`src/rtl/memory_interface_if.sv`:
```
// rtl/memory_interface_if.sv - synchronous single-port RAM bus between memory_interface and the RAM
interface memory_interface_if #(
    parameter int ADDR_W = 16,
    parameter int DATA_W = 16
) ();
    logic              mem_en;
    logic              mem_we;
    logic [ADDR_W-1:0] mem_addr;
    logic [DATA_W-1:0] mem_wdata;
    logic [DATA_W-1:0] mem_rdata;

    modport master (
        output mem_en,
        output mem_we,
        output mem_addr,
        output mem_wdata,
        input  mem_rdata
    );

    modport slave (
        input  mem_en,
        input  mem_we,
        input  mem_addr,
        input  mem_wdata,
        output mem_rdata
    );
endinterface

```
`src/rtl/memory_interface.sv`:
```
// rtl/memory_interface.sv - sequences one RAM access with programmable wait states and returns ready_bit
module memory_interface #(
    parameter int ADDR_W      = 16,
    parameter int DATA_W      = 16,
    parameter int WAIT_STATES = 3
) (
    input  logic                clk,
    input  logic                reset,
    input  logic                mio_en,
    input  logic                r_w,
    input  logic [ADDR_W-1:0]   mar,
    input  logic [DATA_W-1:0]   mdr_in,
    output logic                ready_bit,
    output logic [DATA_W-1:0]   rd_data,
    memory_interface_if.master  mem
);

    if (WAIT_STATES < 2 || WAIT_STATES > 15) begin : g_bad_wait_states
        $error("memory_interface: WAIT_STATES must be within 2..15");
    end

    localparam logic [3:0] CNT_INIT = 4'(WAIT_STATES);

    typedef enum logic [1:0] {
        IDLE = 2'd0,
        BUSY = 2'd1,
        DONE = 2'd2
    } state_t;

    state_t     state;
    state_t     state_nxt;
    logic [3:0] cnt;

    // State register; reset aborts any in-flight access immediately.
    always_ff @(posedge clk or posedge reset) begin
        if (reset) begin
            state <= IDLE;
        end else begin
            state <= state_nxt;
        end
    end

    // Next-state: accept only in IDLE, leave BUSY on the last wait edge, DONE lasts one cycle.
    always_comb begin
        state_nxt = state;
        case (state)
            IDLE:    if (mio_en) state_nxt = BUSY;
            BUSY:    if (cnt == 4'd1) state_nxt = DONE;
            DONE:    state_nxt = IDLE;
            default: state_nxt = IDLE;
        endcase
    end

    // Datapath: latch the request, pulse the RAM strobe once, count waits, capture read data.
    always_ff @(posedge clk or posedge reset) begin
        if (reset) begin
            cnt           <= 4'd0;
            ready_bit     <= 1'b0;
            rd_data       <= '0;
            mem.mem_en    <= 1'b0;
            mem.mem_we    <= 1'b0;
            mem.mem_addr  <= '0;
            mem.mem_wdata <= '0;
        end else begin
            mem.mem_en <= 1'b0;
            // Registered so ready_bit is high exactly while state is DONE.
            ready_bit  <= (state_nxt == DONE);
            case (state)
                IDLE: begin
                    if (mio_en) begin
                        mem.mem_en    <= 1'b1;
                        mem.mem_we    <= r_w;
                        mem.mem_addr  <= mar;
                        mem.mem_wdata <= mdr_in;
                        cnt           <= CNT_INIT;
                    end
                end
                BUSY: begin
                    if (cnt != 4'd0) begin
                        cnt <= cnt - 4'd1;
                    end
                    // mem_we doubles as the latched read/write flag for the whole access.
                    if (cnt == 4'd1 && !mem.mem_we) begin
                        rd_data <= mem.mem_rdata;
                    end
                end
                DONE: begin
                    mem.mem_we <= 1'b0;
                end
                default: begin
                    mem.mem_we <= 1'b0;
                end
            endcase
        end
    end

endmodule

```
`src/flat_wrapper.sv`:
```
// flat-port wrapper written by rule: the top's interface ports become plain ports
module memory_interface_flat 
#(
    parameter int ADDR_W      = 16,
    parameter int DATA_W      = 16,
    parameter int WAIT_STATES = 3
)
  (clk, reset, mio_en, r_w, mar, mdr_in, ready_bit, rd_data, mem_mem_en, mem_mem_we, mem_mem_addr, mem_mem_wdata, mem_mem_rdata);
  memory_interface_if #(.ADDR_W(ADDR_W), .DATA_W(DATA_W)) mem_i ();
  input  logic clk;
  input  logic reset;
  input  logic mio_en;
  input  logic r_w;
  input  logic [ADDR_W-1:0] mar;
  input  logic [DATA_W-1:0] mdr_in;
  output logic ready_bit;
  output logic [DATA_W-1:0] rd_data;
  output wire logic [$bits(mem_i.mem_en)-1:0] mem_mem_en;
  output wire logic [$bits(mem_i.mem_we)-1:0] mem_mem_we;
  output wire logic [$bits(mem_i.mem_addr)-1:0] mem_mem_addr;
  output wire logic [$bits(mem_i.mem_wdata)-1:0] mem_mem_wdata;
  input wire logic [$bits(mem_i.mem_rdata)-1:0] mem_mem_rdata;
  assign mem_mem_en = mem_i.mem_en;
  assign mem_mem_we = mem_i.mem_we;
  assign mem_mem_addr = mem_i.mem_addr;
  assign mem_mem_wdata = mem_i.mem_wdata;
  assign mem_i.mem_rdata = mem_mem_rdata;
  memory_interface #(.ADDR_W(ADDR_W), .DATA_W(DATA_W), .WAIT_STATES(WAIT_STATES)) u_core (.clk(clk), .reset(reset), .mio_en(mio_en), .r_w(r_w), .mar(mar), .mdr_in(mdr_in), .ready_bit(ready_bit), .rd_data(rd_data), .mem(mem_i));
endmodule
```
`config.mk`:
```
export PLATFORM = sky130hd
export DESIGN_NAME = memory_interface_flat
export DESIGN_NICKNAME = d
export VERILOG_FILES = /design/src/rtl/memory_interface_if.sv /design/src/rtl/memory_interface.sv /design/src/flat_wrapper.sv
export SDC_FILE = /design/constraint.sdc
export NUM_CORES = 1
export LEC_CHECK = 0
export ABC_CLOCK_PERIOD_IN_PS = 1700
export CAP_MARGIN = 15
export CORE_ASPECT_RATIO = 1.4
export CORE_UTILIZATION = 30
export CTS_CLUSTER_DIAMETER = 150
export DETAILED_ROUTE_END_ITERATION = 8
export SETUP_SLACK_MARGIN = 0.3
export SLEW_MARGIN = 10
export SYNTH_ARGS = -nofsm -noshare
export SYNTH_HDL_FRONTEND = slang
export SYNTH_SLANG_ARGS = --single-unit
```
`constraint.sdc`:
```
create_clock -name clk -period 1.7 [get_ports clk]
set_input_delay 0.34 -clock clk [delete_from_list [all_inputs] [get_ports clk]]
set_output_delay 0.34 -clock clk [all_outputs]
set_load 0.01 [all_outputs]
```
==> results of run 1 <==
## sequential cells by signal (all words and copies together), names as in the netlist
signal	cells
u_core.state	2
u_core.mem.mem_addr	16
u_core.mem.mem_we	1
u_core.mem.mem_en	1
u_core.mem.mem_wdata	16
u_core.cnt	4
u_core.rd_data	16
u_core.ready_bit	1
## per-layer routing
metal,global-route usage (%),wire length [um],vias up
li1,-,-,803
met1,20.54,2603,888
met2,27.17,3192,59
met3,4.050,298,8
met4,7.540,82,0
met5,0,0,-
## through the flow
| stage | std cells | setup slack [ns] |
|---|---|---|
| 3_3_place_gp | 348 | -0.1557 |
| 6_report | 393 | 0.07809 |
| 4_1_cts | 389 | 0.07771 |
| 2_1_floorplan | 145 | 0.04206 |
| 3_5_place_dp | 348 | -0.1750 |
| 5_1_grt | 393 | 0.005398 |
## cell type report
| type | count | area share, % |
|---|---|---|
| flip-flops and latches | 57 | 33.75 |
| clock buffers | 11 | 3.342 |
| clock inverters | 5 | 1.301 |
| well taps | 97 | 2.869 |
| repair buffers | 141 | 34.63 |
| inverters | 3 | 0.3549 |
| multi-input cells | 79 | 23.75 |
## cells in the mapped netlist, drive strengths merged (2+ instances only)
cell / number / area (um2)
dfrtp: 57 / 1426
mux2: 48 / 540.5
buf: 6 / 61.30
nor2: 4 / 15.01
inv: 3 / 11.26
nand2: 3 / 11.26
nor2b: 3 / 18.77
a31oi: 2 / 12.51
ha: 2 / 25.02
nand2b: 2 / 12.51
nor3: 2 / 21.27
o22ai: 2 / 12.51
## where the power goes
group	internal, mW	switching, mW	total (mW)
sequential	2.04	0.408	2.45
clock	0.712	0.542	1.25
combinational	2.44	1.36	3.81
## timing repair
| item | in CTS | in global routing |
|---|---|---|
| pin swaps | 2 | 0 |
| buffers inserted | 20 | 4 |
| gates resized for setup | 82 | 15 |
| endpoints found under the setup margin | 101 | 55 |
| hold buffers | 0 | 0 |
| cloned | 5 | 0 |
## worst paths after layout
path	slack, ns	to	start	cells after the start
max in group asynchronous	0.97	u_core.state[0]$_DFF_PP0_	reset	3
setup reg to reg	0.08	u_core.rd_data[8]$_DFFE_PP0P_	u_core.cnt[1]$_DFFE_PP0P_	7
min in group clk	0.50	u_core.rd_data[14]$_DFFE_PP0P_	u_core.rd_data[14]$_DFFE_PP0P_	1
setup / recovery	0.08	u_core.rd_data[8]$_DFFE_PP0P_	u_core.cnt[1]$_DFFE_PP0P_	7
hold / removal	0.41	u_core.rd_data[13]$_DFFE_PP0P_	reset	3
hold reg to reg	0.50	u_core.rd_data[14]$_DFFE_PP0P_	u_core.rd_data[14]$_DFFE_PP0P_	1
## worst reg2reg max path, cell delays in order (launching register included)
cell	delay (ns)
dfrtp_1	0.39
inv_2	0.08
ha_4	0.14
nand4bb_4	0.12
nor3_4	0.18
buf_6	0.13
buf_12	0.13
mux2_2	0.33
## cell families (layout without fill, tap and decap cells)
logic type	Yosys count	count (layout)	share of synthesized area [%]
and+or+nand+nor	19	19	5.886
AOI/OAI and AO/OA	9	9	2.916
DFF	57	57	62.71
adders and majority gates	2	2	1.100
muxes	49	49	24.20
buffers and inverters	9	160	3.190
==> impl_results.md, run 1 <==
* Run status: complete, no violations
* Most frequent cells in the layout: 56 x dfrtp_1, 50 x clkdlybuf4s50_1, 50 x dlygate4sd2_1
* GRT overflow at 0
* CTS tree: yes
* Max Root-Sink Buffers at 2
* Post-layout minimum cycle time at 1.622 ns
* Site row count at 37
* Post-synthesis cell count at 145
* FMAX at 616.6 MHz
* Vias in the first global route at 1853
* Post-synth EDFFs at 0
* Critical path cell sequence: inv_2 -> ha_4 -> nand4bb_4 -> nor3_4 -> buf_6 -> buf_12 -> mux2_2
* Lkg Pwr at 1.962 nW
* Sequential share of the synthesized area at 62.71%
* Starting density of the core at 30.90%
* Fill cell count at 608
* Clk Latency, worst-skew pair at 0.33 ns
* Highest-delay cell along the critical path: dfrtp_1
* Num CTS Buffers at 9
* Kind of critical path: flop to flop
* CP delay by family, top: flip-flops
* DIE HEIGHT at 105.0 um
* DR DRC count at 0
* Layout cells sized above 1 at 39.53%
* Total GRT Usage at 16.75%
* Worst min path class: input pin to asynchronous set/reset pin
* CTS clk-pin slew, worst paths at 0.07 ns
* Largest net degree at the start of global routing at 35
* PwrDens at 1775 mW/mm2
* Core Footprint at 0.007361 mm2
* Area growth syn-to-layout at 85.97%
* Critical path peak fanout at 8
* Setup TNS at 0 ns
* Register area at 0.001428 mm2
* Peak supply drop at 0.0008474 V
* Placed Area at 0.003595 mm2
* PortBufs at 102
* Routability Congestion at 0.6964
* WL/cell at 15.72 um
* Final instance area at 0.004230 mm2
* Final Skew at 0.007608 ns
* Iteration-0 DRC Markers at 74
* DRT antenna net count at 0
* Root buf cell: clkbuf_8
* CP arrival at 1.83 ns
* Yosys warnings at 0
* Nets at 345
* Vias/cell at 4.473
* Slew Limit Fails at 0
* Worst slew pin tran at 0.3051 ns
* Seq cells post-synth at 57
* Setup violators final at 0
* Vias at 1758
* RSZ-0062 raised after global routing: yes
* PnR Total Power at 7.509 mW
* Post-DP HPWL at 3770 um
* First-pass GRT wire length at 9584 um
* H-tree depth at 3
* Avg Inst Size Synth at 15.69 um2
* Ys async rst share at 100.0%
* Most common cell after layout, fill and taps aside: dfrtp_1
* Crit path launch type: flop
* Io pins at 103
* Drt total wl at 6177 um
* Max-Cap Viols at 0
* Hold WS at 0.4071 ns
* Crit. End Element: flop
* Ant. Diodes at 0
* Distinct cells, synth at 26
* Slew headroom at 79.66%
* Clock sinks at 57
* Max stage delay on crit path at 0.39 ns
* Final core utilization at 57.47%
* Mapped Nets at 199
* Multi-input logic area at 0.001005 mm2
* Dominant synthesized flop cell: dfrtp_1
* Worst path buffer plus inverter count at 3
* Period utilization at 95.41%
* Initial antenna violation count at 0
* CP Data Required Time at 1.91 ns
* Final Hold Violating Endpoints at 0
* Die width at 75.59 um
* Mapped Area at 0.002275 mm2
* TritonRoute pass-1 iters at 2
* Area of the die at 0.007939 mm2
No activity file was read; power rests on OpenSTA's default activity.
==> inputs of run 2 (changes only) <==
--- a/config.mk
+++ b/config.mk
@@ -5,12 +5,11 @@
 export SDC_FILE = /design/constraint.sdc
 export NUM_CORES = 1
 export LEC_CHECK = 0
-export ABC_CLOCK_PERIOD_IN_PS = 1700
-export CAP_MARGIN = 15
 export CORE_ASPECT_RATIO = 1.4
 export CORE_UTILIZATION = 30
 export CTS_CLUSTER_DIAMETER = 150
 export DETAILED_ROUTE_END_ITERATION = 8
+export REMOVE_ABC_BUFFERS = 1
 export SETUP_SLACK_MARGIN = 0.3
 export SLEW_MARGIN = 10
 export SYNTH_ARGS = -nofsm -noshare
==> impl_results.md, run 2 (synthesized netlist as in run 1, its figures left out) <==
* Run status: complete, no violations
* Slew Limit Fails at 0
* Total GRT Usage at 16.31%
* Final Skew at 0.006751 ns
* DR DRC count at 0
* Worst slew pin tran at 0.3090 ns
* CP Data Required Time at 1.91 ns
* H-tree depth at 3
* Vias at 1731
* Crit path launch type: flop
* CTS tree: yes
* Die width at 75.59 um
* Initial antenna violation count at 0
* DIE HEIGHT at 105.0 um
* TritonRoute pass-1 iters at 4
* Root buf cell: clkbuf_8
* Site row count at 37
* Final Hold Violating Endpoints at 0
* Non-Filler Instances at 387
* Fill cell count at 632
* Critical path peak fanout at 4
* Kind of critical path: flop to flop
* Io pins at 103
* DRT antenna net count at 0
* Max-Cap Viols at 0
* Drt total wl at 6070 um
* Most common cell after layout, fill and taps aside: dfrtp_1
* Hold buffers post-CTS at 0
* Post-layout minimum cycle time at 1.622 ns
* Crit. End Element: flop
* Num CTS Buffers at 9
* Ant. Diodes at 0
* Routability Congestion at 0.7011
* PnR Total Power at 7.418 mW
* PwrDens at 1761 mW/mm2
* Layout cells sized above 1 at 38.62%
* CTS clk-pin slew, worst paths at 0.06 ns
* Nets at 340
* Lkg Pwr at 1.951 nW
* Cells after DPL at 345
* Clock sinks at 57
* Largest regs: u_core.mem.mem_addr: 16 flops, u_core.mem.mem_wdata: 16 flops, u_core.rd_data: 16 flops
* Starting density of the core at 30.90%
* Most frequent cells in the layout: 55 x dfrtp_1, 52 x dlygate4sd2_1, 50 x clkdlybuf4s50_1
* WL/cell at 15.68 um
* Iteration-0 DRC Markers at 59
* Critical path origin: u_core.cnt[1]$_DFFE_PP0P_
* Period utilization at 95.44%
* Peak supply drop at 0.0007740 V
* PortBufs at 102
* Largest net degree at the start of global routing at 58
* Setup TNS at 0 ns
* Area growth syn-to-layout at 85.20%
* Setup violators final at 0
* Core Footprint at 0.007361 mm2
* Post-DP HPWL at 3309 um
* Max Root-Sink Buffers at 2
* Area of the die at 0.007939 mm2
* Slew headroom at 79.40%
* Vias in the first global route at 1926
* Worst min path class: input pin to asynchronous set/reset pin
* First-pass GRT wire length at 9356 um
* Hold WS at 0.3828 ns
* FMAX at 616.3 MHz
* CP arrival at 1.83 ns
* Final core utilization at 57.23%
* Clk Latency, worst-skew pair at 0.33 ns
* Reg2reg start: u_core.cnt[1]$_DFFE_PP0P_
* GRT overflow at 0
* RSZ-0062 raised after global routing: yes
* Vias/cell at 4.473
==> run 2: layout make-up <==
type / count / area (um2) / share of cell area [%]
Clock inverter: 3 / 15.01 / 0.3564
Timing Repair Buffer: 136 / 1458 / 34.60
Tap cell: 97 / 121.4 / 2.881
Inverter: 3 / 11.26 / 0.2673
Sequential cell: 57 / 1429 / 33.92
Clock buffer: 12 / 165.2 / 3.920
Multi-Input combinational cell: 79 / 1013 / 24.06
==> run 2: critical path: stages (launching register included) <==
cell	delay, ns
dfrtp_1	0.39
inv_2	0.09
buf_4	0.11
buf_6	0.08
buf_6	0.09
ha_4	0.12
or3b_4	0.41
o22ai_2	0.16
a31oi_1	0.05
==> run 2: stage by stage <==
stage	setup WS [ns]	instance area (um2)
after floorplan	-0.9958	2213
after global placement	-0.1884	3466
after detailed placement	-0.2216	3466
after CTS	0.05206	4089
after global routing	0.02412	4213
final	0.07753	4213
==> run 2: path summary, 6_finish.rpt <==
check / to / depth (start not counted) / slack, ns
worst min register to register: u_core.mem.mem_wdata[9]$_DFFE_PP0P_ / 1 / 0.50
worst max-delay path: u_core.cnt[0]$_DFFE_PP0P_ / 8 / 0.08
min in group clk: u_core.mem.mem_wdata[9]$_DFFE_PP0P_ / 1 / 0.50
max in group asynchronous: u_core.rd_data[12]$_DFFE_PP0P_ / 3 / 1.06
worst min-delay path: u_core.mem.mem_addr[6]$_DFFE_PP0P_ / 3 / 0.38
worst max register to register: u_core.cnt[0]$_DFFE_PP0P_ / 8 / 0.08
==> run 2: timing repair <==
action,CTS,global route
pin swaps,4,4
buffers inserted,17,5
resized for setup,115,12
endpoints found under the setup margin,101,53
gates cloned,5,0
hold endpoints to repair,0,0
==> run 2: power breakdown <==
part           internal, mW  switching [mW]  total (mW)  leakage [nW]
clock network         0.632           0.514        1.15        0.0980
registers              2.04           0.416        2.46         0.680
logic                  2.46            1.35        3.81          1.17
total                  5.13            2.28        7.42          1.95
==> run 2: metal layers <==
| layer | wire length, um | vias to the layer above | GRT usage [%] | share of wire (%) |
|---|---|---|---|---|
| li1 | - | 791 | - | - |
| met1 | 2405 | 857 | 18.12 | 40 |
| met2 | 3187 | 72 | 27.49 | 53 |
| met3 | 347 | 11 | 3.954 | 5.7 |
| met4 | 130 | 0 | 9.127 | 2.1 |
| met5 | 0 | - | 0 | 0 |
==> inputs of run 3 (changes only) <==
--- a/config.mk
+++ b/config.mk
@@ -7,7 +7,7 @@
 export LEC_CHECK = 0
 export CORE_ASPECT_RATIO = 1.4
 export CORE_UTILIZATION = 30
-export CTS_CLUSTER_DIAMETER = 150
+export CTS_CLUSTER_DIAMETER = 120
 export DETAILED_ROUTE_END_ITERATION = 8
 export REMOVE_ABC_BUFFERS = 1
 export SETUP_SLACK_MARGIN = 0.3
==> results of run 3 <==
Final layout, timing and power as in run 2 (identical DEF).
